## config.mk

```make
export PLATFORM = sky130hd
export DESIGN_NAME = l4_feature_streamer
export DESIGN_NICKNAME = d
export VERILOG_FILES = /design/src/rtl/l5_pkg.sv /design/src/rtl/feat_skid_fifo.sv /design/src/rtl/l4_feature_streamer.sv
export SDC_FILE = /design/constraint.sdc
export NUM_CORES = 1
export LEC_CHECK = 0
export ABC_AREA = 1
export CAP_MARGIN = 20
export CELL_PAD_IN_SITES_DETAIL_PLACEMENT = 1
export CELL_PAD_IN_SITES_GLOBAL_PLACEMENT = 2
export CORE_ASPECT_RATIO = 1.1
export CORE_MARGIN = 5
export CORE_UTILIZATION = 30
export CTS_CLUSTER_DIAMETER = 100
export DETAILED_ROUTE_END_ITERATION = 7
export PLACE_DENSITY_LB_ADDON = 0.1
export SYNTH_ARGS = -nofsm -noshare
export SYNTH_HDL_FRONTEND = slang
export SYNTH_HIERARCHICAL = 1
export SYNTH_SLANG_ARGS = --single-unit
export TNS_END_PERCENT = 1
```

## constraint.sdc

```tcl
create_clock -name clk -period 2.05 [get_ports clk]
set_input_delay 0.3075 -clock clk [delete_from_list [all_inputs] [get_ports clk]]
set_output_delay 0.3075 -clock clk [all_outputs]
set_load 0.05 [all_outputs]
```

## src/rtl/l5_pkg.sv

```systemverilog
// Shared definitions for the L4 reader / L5 feature streaming path.
package l5_pkg;

    localparam int FEAT_WIDTH    = 16;
    localparam int L4_BANK_DEPTH = 200;
    localparam int FEAT_VEC_LEN  = 2 * L4_BANK_DEPTH;

    typedef logic [FEAT_WIDTH-1:0] feat_word_t;

    typedef enum logic [3:0] {
        S_IDLE  = 4'b0001,
        S_FETCH = 4'b0010,
        S_DRAIN = 4'b0100,
        S_DONE  = 4'b1000
    } l5_state_t;

endpackage

```

## src/rtl/feat_skid_fifo.sv

```systemverilog
// Small synchronous FIFO absorbing BRAM read latency; head word is presented
// directly from storage and forced to zero while empty.
module feat_skid_fifo #(
    parameter int DATA_WIDTH = 16,
    parameter int FIFO_DEPTH = 4
) (
    input  logic                               clk,
    input  logic                               rst,
    input  logic                               flush,
    input  logic                               push,
    input  logic [DATA_WIDTH-1:0]              push_data,
    input  logic                               pop,
    output logic [DATA_WIDTH-1:0]              head_data,
    output logic [$clog2(FIFO_DEPTH + 1)-1:0]  count,
    output logic                               empty
);

    localparam int PTR_W = (FIFO_DEPTH > 1) ? $clog2(FIFO_DEPTH) : 1;
    localparam int CNT_W = $clog2(FIFO_DEPTH + 1);

    logic [DATA_WIDTH-1:0] mem [FIFO_DEPTH];
    logic [PTR_W-1:0]      wr_ptr;
    logic [PTR_W-1:0]      rd_ptr;
    logic                  full;
    logic                  wr_en;
    logic                  rd_en;

    function automatic logic [PTR_W-1:0] ptr_inc(input logic [PTR_W-1:0] p);
        return (p == PTR_W'(FIFO_DEPTH - 1)) ? '0 : p + 1'b1;
    endfunction

    assign full      = (count == CNT_W'(FIFO_DEPTH));
    assign empty     = (count == '0);
    assign wr_en     = push && !full;
    assign rd_en     = pop && !empty;
    assign head_data = empty ? '0 : mem[rd_ptr];

    always_ff @(posedge clk) begin
        if (rst || flush) begin
            wr_ptr <= '0;
            rd_ptr <= '0;
            count  <= '0;
        end else begin
            if (wr_en) wr_ptr <= ptr_inc(wr_ptr);
            if (rd_en) rd_ptr <= ptr_inc(rd_ptr);
            case ({wr_en, rd_en})
                2'b10:   count <= count + 1'b1;
                2'b01:   count <= count - 1'b1;
                default: count <= count;
            endcase
        end
    end

    // NOTE: storage is deliberately not reset; only the pointers and count are, and the head is masked while empty.
    always_ff @(posedge clk) begin
        if (wr_en) mem[wr_ptr] <= push_data;
    end

    a_no_overflow: assert property (@(posedge clk) disable iff (rst) !(push && full))
        else $error("feat_skid_fifo: push arrived while FIFO was full");

endmodule

```

## src/rtl/l4_feature_streamer.sv

```systemverilog
// Reads both L4 pooled-output banks and replays the 400-word feature vector once per L5 neuron.
module l4_feature_streamer
    import l5_pkg::*;
#(
    parameter int DATA_WIDTH    = FEAT_WIDTH,
    parameter int MAP_SIZE      = 25,
    parameter int MAPS_PER_BANK = 8,
    parameter int NUM_PASSES    = 120,
    parameter int RD_LAT        = 2,
    parameter int FIFO_DEPTH    = 4
) (
    input  logic                  clk,
    input  logic                  rst,
    input  logic                  L5_en,
    output logic [7:0]            L4_read_addr,
    input  logic [DATA_WIDTH-1:0] L4_read_data1,
    input  logic [DATA_WIDTH-1:0] L4_read_data2,
    output logic [DATA_WIDTH-1:0] feat_data,
    output logic                  feat_valid,
    input  logic                  feat_ready,
    output logic [8:0]            feat_index,
    output logic                  feat_last,
    output logic [6:0]            pass_count,
    output logic                  pass_last,
    output logic                  L5_done
);

    localparam int BANK_DEPTH = MAP_SIZE * MAPS_PER_BANK;
    localparam int VEC_LEN    = 2 * BANK_DEPTH;
    localparam int CNT_W      = $clog2(FIFO_DEPTH + 1);

    l5_state_t             state;
    l5_state_t             state_next;
    logic                  rd_bank;
    logic [6:0]            fetch_pass;
    logic [RD_LAT-1:0]     lat_valid;
    logic [RD_LAT-1:0]     lat_bank;
    logic [CNT_W-1:0]      fifo_count;
    logic [CNT_W-1:0]      inflight;
    logic [CNT_W:0]        credit_used;
    logic                  fifo_empty;
    logic                  issue;
    logic                  last_issue;
    logic                  pop;
    logic                  abort;
    logic                  clear;
    logic                  drain_done;
    logic [DATA_WIDTH-1:0] push_data;

    // Words in the FIFO plus reads still in the BRAM pipe never exceed FIFO_DEPTH.
    assign inflight    = CNT_W'($countones(lat_valid));
    assign credit_used = {1'b0, fifo_count} + {1'b0, inflight};
    assign issue       = (state == S_FETCH) && L5_en && (credit_used < (CNT_W + 1)'(FIFO_DEPTH));
    assign last_issue  = issue && rd_bank && (L4_read_addr == 8'(BANK_DEPTH - 1))
                         && (fetch_pass == 7'(NUM_PASSES - 1));

    assign feat_valid  = !fifo_empty;
    assign pop         = feat_valid && feat_ready;
    assign abort       = !L5_en && ((state == S_FETCH) || (state == S_DRAIN));
    assign clear       = abort || (state == S_IDLE);
    assign drain_done  = (inflight == '0) && (fifo_empty || ((fifo_count == CNT_W'(1)) && pop));
    assign push_data   = lat_bank[RD_LAT-1] ? L4_read_data2 : L4_read_data1;

    assign feat_last   = (feat_index == 9'(VEC_LEN - 1));
    assign pass_last   = (pass_count == 7'(NUM_PASSES - 1));
    assign L5_done     = (state == S_DONE);

    // NOTE: state_next gets its default before the case so no path leaves it unassigned (no latch).
    always_comb begin
        state_next = state;
        case (state)
            S_IDLE:  if (L5_en) state_next = S_FETCH;
            S_FETCH: if (!L5_en) state_next = S_IDLE;
                     else if (last_issue) state_next = S_DRAIN;
            S_DRAIN: if (!L5_en) state_next = S_IDLE;
                     else if (drain_done) state_next = S_DONE;
            S_DONE:  if (!L5_en) state_next = S_IDLE;
            default: state_next = S_IDLE;
        endcase
    end

    // NOTE: registers use non-blocking assignments so every flop samples pre-edge values.
    always_ff @(posedge clk) begin
        if (rst) state <= S_IDLE;
        else     state <= state_next;
    end

    always_ff @(posedge clk) begin
        if (rst || clear) begin
            L4_read_addr <= '0;
            rd_bank      <= 1'b0;
            fetch_pass   <= '0;
            lat_valid    <= '0;
            lat_bank     <= '0;
        end else begin
            lat_valid[0] <= issue;
            lat_bank[0]  <= rd_bank;
            for (int i = 1; i < RD_LAT; i++) begin
                lat_valid[i] <= lat_valid[i-1];
                lat_bank[i]  <= lat_bank[i-1];
            end
            if (issue) begin
                if (L4_read_addr == 8'(BANK_DEPTH - 1)) begin
                    L4_read_addr <= '0;
                    rd_bank      <= !rd_bank;
                    if (rd_bank) fetch_pass <= fetch_pass + 7'd1;
                end else begin
                    L4_read_addr <= L4_read_addr + 8'd1;
                end
            end
        end
    end

    always_ff @(posedge clk) begin
        if (rst || clear) begin
            feat_index <= '0;
            pass_count <= '0;
        end else if (pop) begin
            if (feat_last) begin
                feat_index <= '0;
                pass_count <= pass_last ? 7'd0 : pass_count + 7'd1;
            end else begin
                feat_index <= feat_index + 9'd1;
            end
        end
    end

    feat_skid_fifo #(
        .DATA_WIDTH (DATA_WIDTH),
        .FIFO_DEPTH (FIFO_DEPTH)
    ) u_fifo (
        .clk       (clk),
        .rst       (rst),
        .flush     (clear),
        .push      (lat_valid[RD_LAT-1]),
        .push_data (push_data),
        .pop       (pop),
        .head_data (feat_data),
        .count     (fifo_count),
        .empty     (fifo_empty)
    );

endmodule

```

==> out/metrics.csv, run 1 <==
metric,value,unit
result of the run,finished clean,
all-layer global routing usage,13.6,%
fmax,503,MHz
Via Count,4234,
post-detailed-route wirelength per cell,14.4,microns
cell chain of the critical path,clkdlybuf4s50_1,
hold crit path type,flop to flop,
Max-Slew Margin vs Limit,62.3,%
Multi-input gate area,0.00213,sq mm
final net count,738,
initial core utilization,30.4,%
startpoint of the worst setup timing path,L4_read_addr[3],
initial antenna violation count,0,
count of hold-fix buffers inserted at cts,0,
Critical R2R Launch,u_fifo/count[0],
number of DRC markers in iteration 0,155,
unrepaired setup endpoints after global routing,yes,
most used flip-flop cell after synthesis,edfxtp_1,
fraction of layout instances using a drive strength above 1,19.1,%
final WL,13500,microns
Inserted Clock Buffers,17,
# diodes,0,
Reg2Reg Setup Slack,160,ps
crit path buf inv count,1,
LEAKAGE,2.88,nW
post-DP HPWL,9430,microns
cell area power density,856,mW/mm^2
clock tree from TritonCTS,yes,
count of placed standard cells including taps,905,
IO Pins,80,
sink count of the clock tree,113,
final worst clock skew,9.86,ps
total die area,0.0206,sq mm
area added between synthesis and finish,35.0,%
FF-to-FF path depth,17,
count of synthesis-stage warnings from yosys,6,
CP top delay family,buffers and inverters,
number of hold violations in the final report,0,
clock insertion delay at the later pin of the skew report,410,ps
syn_area_per_cell,9.13,sq um
final total power,6.18,mW
# DRC,0,
Std-Cell Core Area,0.0176,sq mm
first-pass iteration count of the detailed router,4,
final antenna-violating net count,0,
portion of the post-synthesis area used by sequential elements,54.3,%
final global-route overflow total,0,
crit path max fanout,5,
data required time of the worst path,1740,ps
number of vias per cell,4.51,
gpl congestion,0.771,
Post-Syn Nets,636,
Root Buffer,clkbuf_16,
critical path capture point,L4_read_addr[3],
crit-path max cell delay,840,ps
fin cells,939,
cell at the slowest stage of the critical path,clkdlybuf4s50_1,
"Distinct cells, synth",40,
Syn Inst Count,586,
number of max-slew violations in the final report,0,
crit path capture type,primary output,
Slew @ Worst Pin,564,ps
Finished Cell Area,0.00722,sq mm
count of state elements after synthesis,113,
Critical Setup Path Class,flop to primary output,
min Tclk post-route,1990,ps
Post-synth ARST share,0,%
maximum number of buffers from clock root to sink,2,
Setup-failing EPs final,0,
Die Wd,137,microns
sort of element at the start of the critical path,flop,
number of buffers inserted by port buffering,79,
mapped cell area,0.00535,sq mm
# Max-Cap Violations,0,
Crit path depth,1,
deepest level of the CTS H-tree,4,
fill count,2048,
standard-cell row count,51,
Peak supply drop,0.000456,V
y dimension of the die,150,microns
critical path arrival,1680,ps
storage element area,0.00291,sq mm
crit share post-route,97.0,%
number of global-route vias before repair,4436,
wire length of the first global-routing pass,21600,microns
count of flip-flops with a built-in enable after synthesis,64,
end of the worst register-to-register path,u_fifo/count[2],
clock-pin slew of the registers on the worst-case setup and hold paths,60,ps
pin count of the biggest net entering global routing,34,
area after detailed placement,0.00650,sq mm
==> layer usage <==
layer	share of wire, %	up-vias	global-route usage, %
met2	52	62	24.7
met4	1.8	0	5.49
met3	4.3	17	4.24
met1	41	2021	14.6
met5	0	-	0
li1	-	2134	-
==> flip-flops by register name, indices dropped and copies added, names as in the netlist, 3 cells and up, named ones only <==
signal and count:
pass_count 7, u_fifo/mem 64, feat_index 9, u_fifo/count 3, state 4, fetch_pass 7
L4_read_addr 8
==> what timing repair did <==
item,in CTS,in global routing
setup endpoints to repair,19,23
resized for setup,6,16
pin swaps,1,1
buffers inserted,0,1
gates cloned,0,1
==> worst min-delay path by stage <==
stage	startpoint	endpoint	slack, ps	cells past startpoint
after global placement	lat_bank[0]	lat_bank[1]	410	2
after floorplan	rst	state[2]	380	1
after CTS	lat_bank[0]	lat_bank[1]	420	2
final	lat_bank[0]	lat_bank[1]	420	2
after global routing	lat_bank[0]	lat_bank[1]	430	2
after detailed placement	lat_bank[0]	lat_bank[1]	410	2
==> power by group <==
part	internal [mW]	total [mW]	switching [mW]
combinational	0.223	0.602	0.379
clock	2.04	3.13	1.08
sequential	2.42	2.45	0.0294
==> through the flow <==
step	util (%)	hold slack, ps	setup slack [ps]	TNS (ps)
after detailed placement	36.9	415	-99.1	-99.1
after CTS	40.6	421	-4.90	-4.90
final	41.0	416	61.7	0
after global routing	41.0	432	-45.5	-69.6
after floorplan	-	377	-162	-1050
after global placement	36.9	415	2.01	0
==> cell usage in the layout (no fill, tap or decap), types with 7 or more instances in the layout <==
cell / instances
nor3_1: 8
nor2_1: 75
inv_2: 7
nand2_1: 144
mux2_2: 16
buf_4: 29
a21oi_2: 7
ha_1: 13
clkdlybuf4s50_1: 52
inv_1: 50
nand3_1: 24
edfxtp_1: 64
nor2_2: 8
o21ai_1: 18
clkbuf_16: 18
a21oi_1: 37
dfxtp_1: 47
==> synth_stat cells (2+ instances only) <==
cell type | count | area share [%]
nand2_1 | 144 | 10
nor2_1 | 80 | 5.6
edfxtp_1 | 64 | 36
inv_1 | 50 | 3.5
dfxtp_1 | 49 | 18
a21oi_1 | 41 | 3.8
nand3_1 | 24 | 2.2
o21ai_1 | 18 | 1.7
mux2_2 | 16 | 3.4
ha_1 | 13 | 3.0
inv_2 | 8 | 0.56
nor3_1 | 8 | 0.75
buf_2 | 7 | 0.66
buf_6 | 7 | 1.5
nand4_1 | 6 | 0.70
o21ai_0 | 6 | 0.56
xor2_1 | 5 | 0.82
nand2_2 | 4 | 0.47
xnor2_1 | 4 | 0.66
a21oi_2 | 3 | 0.49
nor2_2 | 3 | 0.35
nor2_4 | 3 | 0.63
nor3b_2 | 3 | 0.70
and3_1 | 2 | 0.23
nand3_2 | 2 | 0.37
nor3b_1 | 2 | 0.28
==> cell type report <==
| class | count | area share [%] |
|---|---|---|
| Sequential cell | 113 | 40.2 |
| Multi-Input combinational cell | 397 | 29.5 |
| Timing Repair Buffer | 99 | 14.0 |
| Clock buffer | 17 | 5.89 |
| Tap cell | 238 | 4.12 |
| Inverter | 60 | 3.40 |
| Clock inverter | 15 | 2.86 |
==> logic make-up after synthesis <==
group                      synth area share, %
and+or+nand+nor                           23.9
DFF                                       54.3
buffers and inverters                     6.67
AOI/OAI and AO/OA                         6.88
muxes                                     3.37
adders and majority gates                 3.42
xor gates and xnor gates                  1.47
Note: power is estimated with default switching activity, not from simulation.
==> run 2, diff against run 1 <==
==> constraint.sdc (replaced) <==
create_clock -name clk -period 1.7 [get_ports clk]
set_input_delay 0.255 -clock clk [delete_from_list [all_inputs] [get_ports clk]]
set_output_delay 0.255 -clock clk [all_outputs]
set_load 0.05 [all_outputs]
==> run 2 against run 1 <==
The flow now finishes with violations (negative setup slack). Highest routed layer unchanged. First-iteration DRC count shrank 14%. Register-to-register slack worse by 250 ps. Sequential share of layout area decreased by 1.4 points. Die area unchanged. Critical path depth increased by 6. Worst setup slack worse by 210 ps. Flip-flop and latch count is the same. Final cell count is 2.3% higher. Utilization increased by 1.8 points. Clock power is 15% higher. Largest cell class unchanged.
==> out/metrics.csv, run 2 (synthesis results as in run 1) <==
metric,value,unit
placement-stage worst setup slack,-352,ps
area added between synthesis and finish,40.9,%
crit path max fanout,8,
biggest regs,"u_fifo/mem x64, feat_index x9, L4_read_addr x8",
# DRC,0,
end of the worst register-to-register path,u_fifo/count[2],
sequential share of power,40.1,%
all-layer global routing usage,14.4,%
FF-to-FF path depth,17,
flip-flop count of the largest register after layout,64,
gpl congestion,0.757,
data required time of the worst path,1440,ps
critical path arrival,1590,ps
Peak supply drop,0.000633,V
fraction of layout instances using a drive strength above 1,27.8,%
Setup-failing EPs final,19,
Critical Setup Path Class,flop to primary output,
wire length of the first global-routing pass,23000,microns
number of vias per cell,4.58,
post-detailed-route wirelength per cell,14.9,microns
cell depth of the worst hold path,2,
crit-path max cell delay,440,ps
CP top delay family,flip-flops,
post-DP HPWL,10100,microns
Inserted Clock Buffers,17,
Max-Slew Margin vs Limit,76.5,%
Via Count,4400,
largest register by flop count,u_fifo/mem,
cell area power density,979,mW/mm^2
Sw Ratio,23.2,%
violated checks,negative setup slack,
final global-route overflow total,0,
crit path buf inv count,3,
final antenna-violating net count,0,
first-pass iteration count of the detailed router,4,
IO Pins,80,
number of max-slew violations in the final report,0,
y dimension of the die,150,microns
unrepaired setup endpoints after global routing,yes,
crit share post-route,109,%
number of hold violations in the final report,0,
number of DRC markers in iteration 0,133,
Reg2Reg Setup Slack,-90,ps
min Tclk post-route,1850,ps
Clk pwr share,48.9,%
deepest level of the CTS H-tree,4,
crit path capture type,primary output,
fin cells,961,
final total power,7.38,mW
cell mode on critical path,buf_12,
Std-Cell Core Area,0.0176,sq mm
hold crit path type,flop to flop,
number of buffers inserted by port buffering,79,
initial core utilization,30.4,%
setup ws final,-148,ps
"most common cell after layout, fill and taps aside",nand2_1,
cell chain of the critical path,"buf_12, nor2_4, nor2_2, o21ai_1, a21oi_1, buf_4, buf_12",
sort of element at the start of the critical path,flop,
result of the run,"complete, but fails checks",
Critical R2R Launch,u_fifo/count[1],
final worst clock skew,9.03,ps
Root Buffer,clkbuf_16,
count of placed standard cells including taps,927,
LEAKAGE,2.98,nW
Die Wd,137,microns
final net count,761,
clock tree from TritonCTS,yes,
clock-pin slew of the registers on the worst-case setup and hold paths,50,ps
Slew @ Worst Pin,350,ps
fmax,541,MHz
total die area,0.0206,sq mm
highest-count cells in the layout ignoring fill and taps,"nand2_1, nor2_1, buf_4, edfxtp_1, inv_1",
sink count of the clock tree,113,
standard-cell row count,51,
# Max-Cap Violations,0,
maximum number of buffers from clock root to sink,2,
share of total power in combinational logic,11.0,%
Internal,5.66,mW
cell at the slowest stage of the critical path,dfxtp_4,
pin count of the biggest net entering global routing,33,
clock insertion delay at the later pin of the skew report,400,ps
final WL,14400,microns
worst min-delay path startpoint,lat_bank[0],
switching power of the nets,1.71,mW
number of global-route vias before repair,4689,
initial antenna violation count,0,
Worst Hold Path EP,lat_bank[1],
# diodes,0,
==> run 2: cell types whose count changed in the layout (fill, tap and decap cells not counted), sizes merged <==
cell / delta
buf: +47
clkbuf: +1
clkdlybuf4s50: -17
clkinv: +3
clkinvlp: -2
dlygate4sd2: -2
dlymetal6s2s: -5
inv: -3
==> run 2: final cells by class <==
type,count,area (sq um)
Inverter,60,248
Clock inverter,13,169
Fill cell,2043,10100
Clock buffer,18,429
Sequential cell,113,2920
Multi-Input combinational cell,397,2230
Tap cell,238,298
Timing Repair Buffer,122,1240
==> run 2: layer usage <==
layer	routed length, microns	global-route usage (%)
met4	135	3.89
met2	7700	26.6
met1	5860	15.7
met3	663	4.47
met5	0	0
==> run 2: worst min-delay path: cells and delay by family, from the launching register on <==
kind	cells	cell delay, ps
flops	1	290
buf+inv	1	40
simple gates	1	30
==> run 2: metrics by stage <==
step	area (sq um)	hold slack (ps)	util, %	setup TNS, ps
finish	7530	414	42.8	-2240
global route	7530	450	42.8	-5130
CTS	7410	416	42.1	-3270
detailed placement	6690	411	38.0	-1190
global placement	6690	404	38.0	-558
floorplan	5370	324	-	-6700
==> run 2: worst max path at each step <==
stage	depth (start not counted)	from	slack, ps	to
floorplan	18	u_fifo/count[2]	-450	u_fifo/count[2]
global placement	14	feat_ready	-300	u_fifo/count[2]
detailed placement	14	feat_ready	-350	u_fifo/count[2]
CTS	6	flop	-200	feat_data[4]
global route	7	flop	-290	feat_data[15]
finish	7	flop	-150	feat_data[15]
==> run 2: repair_timing <==
item | 4_1_cts | 5_1_grt
gates resized for setup | 30 | 29
gates cloned | 1 | 1
setup endpoints to repair | 36 | 45
hold buffers | 0 | 0
buffers inserted | 1 | 0
pin swaps | 3 | 9
==> run 2: power by group through the flow <==
stage / registers (mW) / logic, mW / clock network [mW]
finish: 2.96 / 0.808 / 3.61
global route: 2.96 / 0.901 / 3.84
CTS: 2.95 / 0.819 / 3.72
detailed placement: 3.01 / 0.811 / 0
global placement: 3.01 / 0.792 / 0
floorplan: 3.01 / 0.451 / 0
